<file path="config.mk">
export PLATFORM = sky130hd
export DESIGN_NAME = alu_arbiter
export DESIGN_NICKNAME = d
export VERILOG_FILES = /design/src/rtl/alu_arbiter.sv
export SDC_FILE = /design/constraint.sdc
export NUM_CORES = 1
export LEC_CHECK = 0
export CORE_MARGIN = 4
export CORE_UTILIZATION = 42
export DETAILED_ROUTE_END_ITERATION = 12
export PLACE_DENSITY = 0.92
export REMOVE_ABC_BUFFERS = 1
export SKIP_LAST_GASP = 1
export SLEW_MARGIN = 0
export SYNTH_ARGS = -nofsm -noshare
export SYNTH_HDL_FRONTEND = slang
export SYNTH_SLANG_ARGS = --single-unit
</file>
<file path="constraint.sdc">
create_clock -name clk -period 7.5 [get_ports clk]
set_input_delay 1.5 -clock clk [delete_from_list [all_inputs] [get_ports clk]]
set_output_delay 1.5 -clock clk [all_outputs]
set_load 0.005 [all_outputs]
</file>
<file path="src/rtl/alu_arbiter.sv">
// alu_arbiter: round-robin arbiter sharing one combinational ALU between two requesters
module alu_arbiter #(
  parameter int DATA_WIDTH  = 32,
  parameter int ALU_OP_BITS = 4,
  parameter int ALU_OP_CMP  = 13,
  parameter int ALU_OP_TEST = 14,
  parameter int ALU_OP_NOP  = 15
) (
  input  logic                   clk,
  input  logic                   reset,
  input  logic                   req0_valid,
  output logic                   req0_ready,
  input  logic [ALU_OP_BITS-1:0] req0_op,
  input  logic [DATA_WIDTH-1:0]  req0_a,
  input  logic [DATA_WIDTH-1:0]  req0_b,
  input  logic                   req1_valid,
  output logic                   req1_ready,
  input  logic [ALU_OP_BITS-1:0] req1_op,
  input  logic [DATA_WIDTH-1:0]  req1_a,
  input  logic [DATA_WIDTH-1:0]  req1_b,
  output logic [ALU_OP_BITS-1:0] alu_op,
  output logic [DATA_WIDTH-1:0]  alu_data1,
  output logic [DATA_WIDTH-1:0]  alu_data2,
  input  logic [DATA_WIDTH-1:0]  alu_result,
  input  logic                   alu_zero,
  input  logic                   alu_less,
  input  logic                   alu_greater,
  output logic                   rsp_valid,
  input  logic                   rsp_ready,
  output logic                   rsp_id,
  output logic [DATA_WIDTH-1:0]  rsp_result,
  output logic                   rsp_zero,
  output logic                   rsp_less,
  output logic                   rsp_greater
);
  localparam logic [ALU_OP_BITS-1:0] NOP  = ALU_OP_BITS'(ALU_OP_NOP);
  localparam logic [ALU_OP_BITS-1:0] CMP  = ALU_OP_BITS'(ALU_OP_CMP);
  localparam logic [ALU_OP_BITS-1:0] TEST = ALU_OP_BITS'(ALU_OP_TEST);
  typedef enum logic [1:0] {IDLE, EXEC, RESP} state_t;
  state_t                 state_q;
  logic                   prio_q, id_q, z_q, l_q, g_q;
  logic [ALU_OP_BITS-1:0] op_q;
  logic [DATA_WIDTH-1:0]  a_q, b_q, res_q;
  logic                   acc, gnt, exec;
  always_comb begin
    acc  = ~reset & (state_q == IDLE) & (req0_valid | req1_valid);
    // prio_q names the requester that wins a tie
    gnt  = req1_valid & (~req0_valid | prio_q);
    exec = state_q == EXEC;
  end
  assign req0_ready  = acc & ~gnt;
  assign req1_ready  = acc & gnt;
  assign alu_op      = exec ? op_q : NOP;
  assign alu_data1   = exec ? a_q : '0;
  assign alu_data2   = exec ? b_q : '0;
  assign rsp_valid   = state_q == RESP;
  assign rsp_id      = id_q;
  assign rsp_result  = res_q;
  assign rsp_zero    = z_q;
  assign rsp_less    = l_q;
  assign rsp_greater = g_q;
  always_ff @(posedge clk or posedge reset)
    if (reset) begin
      state_q <= IDLE;
      prio_q  <= 1'b0;
      id_q    <= 1'b0;
      op_q    <= NOP;
      a_q     <= '0;
      b_q     <= '0;
      res_q   <= '0;
      z_q     <= 1'b0;
      l_q     <= 1'b0;
      g_q     <= 1'b0;
    end else begin
      case (state_q)
        IDLE: if (acc) begin
          op_q    <= gnt ? req1_op : req0_op;
          a_q     <= gnt ? req1_a : req0_a;
          b_q     <= gnt ? req1_b : req0_b;
          id_q    <= gnt;
          prio_q  <= ~gnt;
          state_q <= EXEC;
        end
        EXEC: begin
          res_q <= alu_result;
          if (op_q == CMP || op_q == TEST) {z_q, l_q, g_q} <= {alu_zero, alu_less, alu_greater};
          state_q <= RESP;
        end
        RESP: if (rsp_ready) state_q <= IDLE;
        default: state_q <= IDLE;
      endcase
    end
endmodule

</file>
Word level (Yosys, flattened, before mapping)
Index checks and enable logic that the tools add are counted.
{"block": "word_totals", "register_bits": 107, "latch_bits": 0, "ramBits": 0, "romBits": 0, "out_inout_bits": 107, "wordCells": 40, "mem_count": 0}
{"block": "classes", "add_sub_neg": 0, "mul": 0, "div_mod_pow": 0, "magnitude_cmp": 0, "n_eq_ne": 6, "n_shift": 0, "muxes": 9, "n_bitwise": 10, "n_reduce_logical": 5}
{"cell": "2-to-1 mux 32 bit", "count": 4}
{"cell": "equality test 4 bit, second input constant", "count": 2}
{"cell": "2-to-1 mux 4 bit", "count": 2}
{"cell": "one-hot mux 2 bit (3 select lines)", "count": 1}
{"cell": "AND reduction 2 bit", "count": 3}
{"cell": "bitwise AND 1 bit", "count": 5}
{"cell": "2-to-1 mux 2 bit", "count": 2}
{"cell": "inverter 1 bit", "count": 3}
{"cell": "equality test 2 x 1 -> 1 bit, second input constant", "count": 1}
{"cell": "equality test 2 bit, second input constant", "count": 1}
{"cell": "zero test 2 bit", "count": 1}
{"cell": "!= test 2 x 1 -> 1 bit, second input constant", "count": 1}
{"cell": "!= test 2 bit, second input constant", "count": 1}
{"cell": "OR 1 bit", "count": 2}
{"cell": "logical OR 1 bit", "count": 1}

Logic depth before layout (Yosys ltp)
{"block": "depth", "depth_word": 5, "ltp_mapped": 6, "depth_no_buf": 3}

Worst setup path before layout
OpenSTA, ideal clock, no wires.
{"block": "synth_timing", "kind": "input to output", "from": "input port reset", "to": "output port req1_ready", "t_arrival_ns": 2.400, "t_required_ns": 6.000, "setup_slack_ns": 3.600, "stages": 5, "cell_sequence": "or3_1 -> buf_2 -> buf_6 -> buf_6 -> nor3b_2"}
{"block": "synth_via", "elab_chain_len": 4}
{"element": "start: declaration", "line": "10", "text": "input logic reset,"}
{"element": "inverter 1 bit", "line": "46", "text": "acc = ~reset & (state_q == IDLE) & (req0_valid | req1_valid);"}
{"element": "bitwise AND 1 bit (2 in a row)", "line": "46"}
{"element": "bitwise AND 1 bit", "line": "52", "text": "assign req1_ready = acc & gnt;"}
{"element": "end: declaration", "line": "17", "text": "output logic req1_ready,"}
No other way between the ends.

Worst setup path in the final report
Same ends and word-level chain as after synthesis.

==> metrics <==
cell depth of the worst flop-to-flop path 4; starting density of the core a little over two fifths; number of pins with negative max-slew slack in the final report 0; Relative slew margins 37.0%; Primary FF master, synth sky130_fd_sc_hd__dfrtp_1; drt pass-1 iters 5; leak pwr 3.41 nW; Clock H-tree levels 3; synthesized area per cell 10.7 sq um; CTS tree built; initial antenna violation count 0; area taken by flip-flops and latches 2680 sq um; setup violators final 0; vias in the first global route approximately 5,000; Min Clock Period, post-route 4.74 ns; maximum fanout along the worst path 3; Worst EP required 6.00 ns; Antenna Diode Count 0; Fmax achieved between 0.2 and 0.25 GHz; # Post-CTS Setup Buffers 0; routed vias 4,901; buffer type at the clock tree root sky130_fd_sc_hd__clkbuf_16; IR drop worst, VDD 0.000156 V; area of the multi-input gates roughly 2300 sq um; GP Congestion 0.768; count of cells resized by post-cts repair 0; pin count of the biggest net entering global routing 75; Max Buffers Root-to-Sink 2; Reg clk slew, reported paths ~0.060 ns; total length of routed wires 17,500 um; filler instances 862; instance count along the most critical hold path 1; aggregate global routing overflow 0; area of the mapped netlist 5150 sq um; cells after synthesis 483; remaining routing DRC violations 0; outcome completed; input/output buffers ~280; wire length of the first global-routing pass 27,100 um; flops & latches, synth 107; top cells by area, synth sky130_fd_sc_hd__dfrtp_1 50%, sky130_fd_sc_hd__a221o_1 13%, sky130_fd_sc_hd__and2_1 7.8%, sky130_fd_sc_hd__mux2_2 7.6%, sky130_fd_sc_hd__nor3_1 5.8%; element type at the critical path end output port; most numerous cell in the Yosys netlist sky130_fd_sc_hd__dfrtp_1; arrival time worst endpoint roughly 3.2 ns; number of distinct library cells after synthesis 23; RSZ-0062 raised after global routing no; initial drt markers around 390; Final ANT Viol Nets 0; cell type contributing the most total cell area after synthesis sky130_fd_sc_hd__dfrtp_1; cell types with the highest counts after synthesis 103 x sky130_fd_sc_hd__dfrtp_1, 69 x sky130_fd_sc_hd__nand2_1, 68 x sky130_fd_sc_hd__a221o_1, 64 x sky130_fd_sc_hd__and2_1, 60 x sky130_fd_sc_hd__nor3_1; proportion of layout cells with a drive suffix above 1 10.7%; Worst-Margin Slew 0.945 ns; startpoint kind of the worst setup timing path primary input; hold bufs inserted after CTS 0; vias per cell 5.54; fraction of the yosys area taken by sequential cells 52.0%; number of enable-type register cells in the synthesized netlist 0; number of maximum-capacitance violations 0; setup clock skew after layout 0.00588 ns; pre-CTS WS roughly 2.8 ns; Chip Height 119 um; total power density per cell area 294 nW/um^2; HPWL reported at the end of detailed placement 12,400 um; utilization after layout 69.3%; setup TNS 0 ns; area enclosed by the die boundary 14,100 sq um; Hold/Removal Path Class reg2reg; fraction of post-synthesis cell area in the top cell type by area 50.0%; Crit Path Category in2out; synth-to-layout area growth 61.5%; count of boundary I/O pins around 280; fraction of registers with async set or reset after synthesis 100%; number of warnings issued by yosys 0; slack of the critical path 2.76 ns; average routed wire per standard cell 19.7 um; core box area 12,000 sq um; Final #Nets 909; overall routing resource usage 23.9%; num rows 40; Clk Latency, worst-skew pair 0.33 ns; die width 119 um; clock buffer count from CTS 9; Clock Sink Count 107; Hold Vio Cnt, Final 0; final critical-path share of the clock period 63.2%
[worst max-delay path: stages]
cell	delay, ns
sky130_fd_sc_hd__clkdlybuf4s50_1	0.48
sky130_fd_sc_hd__or3_2	0.48
sky130_fd_sc_hd__nor3b_2	0.24
sky130_fd_sc_hd__clkdlybuf4s50_1	0.54
[per-stage QoR]
step	instances	total power, mW	hold slack [ns]	instance area [sq um]
final	885	2.45	0.504	8320
after global routing	885	2.59	0.517	8320
after CTS	885	2.47	0.510	8320
after detailed placement	869	1.99	0.492	8020
after global placement	869	1.93	0.487	8020
after floorplan	433	1.42	0.471	4930
[kinds of logic (layout without fill, tap and decap cells)]
kind of cell           count (synthesis)  count (layout)  share of synthesized area, %
buffers and inverters                 55             310                          4.64
XOR/XNOR                               1               1                         0.170
multiplexers                          35              35                          7.65
flip-flops                           107             107                          52.0
AO/OA/AOI/OAI                         72              72                          13.6
AND/OR/NAND/NOR                      213             213                          21.9
[sequential cells by signal (all words and copies together) (netlist names)]
register and count:
a_q 32, b_q 32, rsp_result 32, op_q 4, state_q 2, prio_q 1, rsp_greater 1, rsp_id 1
rsp_less 1, rsp_zero 1
[per-layer routing]
metal	vias to the layer above	wire length, um	part of all wire (%)	GRT usage (%)
met4	0	671	3.8	10.5
met3	48	1510	8.6	6.84
met1	2346	6680	38	28.5
met2	269	8590	49	40.1
met5	-	0	0	0
li1	2238	-	-	-
[worst paths after layout]
check | startpoint | to | slack, ns
max | reset | req1_ready | 2.76
min | b_q[27]$_DFFE_PP0P_ | b_q[27]$_DFFE_PP0P_ | 0.50
max reg2reg | state_q[0]$_DFFE_PP0P_ | rsp_greater$_DFFE_PP0P_ | 4.87
min reg2reg | b_q[27]$_DFFE_PP0P_ | b_q[27]$_DFFE_PP0P_ | 0.50
max in group asynchronous | reset | a_q[4]$_DFFE_PP0P_ | 4.57
min in group asynchronous | reset | rsp_result[29]$_DFFE_PP0N_ | 1.59
[power by group]
group	internal (mW)	switching [mW]	leakage, nW
Clock	0.268	0.210	0.148
Combinational	0.609	0.349	1.96
Sequential	0.856	0.158	1.30
[cell type report]
type	count	share of cell area (%)
Multi-Input combinational cell	321	27.2
Clock buffer	10	2.87
Inverter	5	0.256
Clock inverter	6	0.782
Sequential cell	107	32.2
Timing Repair Buffer	289	34.5
Tap cell	147	2.21
[placed cells by master, fill, tap and decap left out]
cell                              instances
sky130_fd_sc_hd__a21o_1                   1
sky130_fd_sc_hd__a21oi_1                  2
sky130_fd_sc_hd__a221o_1                 68
sky130_fd_sc_hd__and2_1                  64
sky130_fd_sc_hd__and3_2                   1
sky130_fd_sc_hd__and4_1                   1
sky130_fd_sc_hd__buf_2                    1
sky130_fd_sc_hd__buf_4                    7
sky130_fd_sc_hd__bufinv_16                1
sky130_fd_sc_hd__clkbuf_16                9
sky130_fd_sc_hd__clkbuf_8                 1
sky130_fd_sc_hd__clkdlybuf4s50_1        281
sky130_fd_sc_hd__clkinv_2                 2
sky130_fd_sc_hd__clkinv_4                 2
sky130_fd_sc_hd__clkinvlp_4               1
sky130_fd_sc_hd__dfrtp_1                103
sky130_fd_sc_hd__dfstp_2                  4
sky130_fd_sc_hd__inv_1                    4
sky130_fd_sc_hd__inv_4                    1
sky130_fd_sc_hd__mux2_2                  35
sky130_fd_sc_hd__nand2_1                 69
sky130_fd_sc_hd__nand2b_1                 4
sky130_fd_sc_hd__nor2b_1                  1
sky130_fd_sc_hd__nor2b_4                  2
sky130_fd_sc_hd__nor3_1                  60
sky130_fd_sc_hd__nor3_2                   9
sky130_fd_sc_hd__nor3b_2                  1
sky130_fd_sc_hd__o21ai_4                  1
sky130_fd_sc_hd__or3_2                    1
sky130_fd_sc_hd__xor2_1                   1
Power figures use the tool's default switching activity.
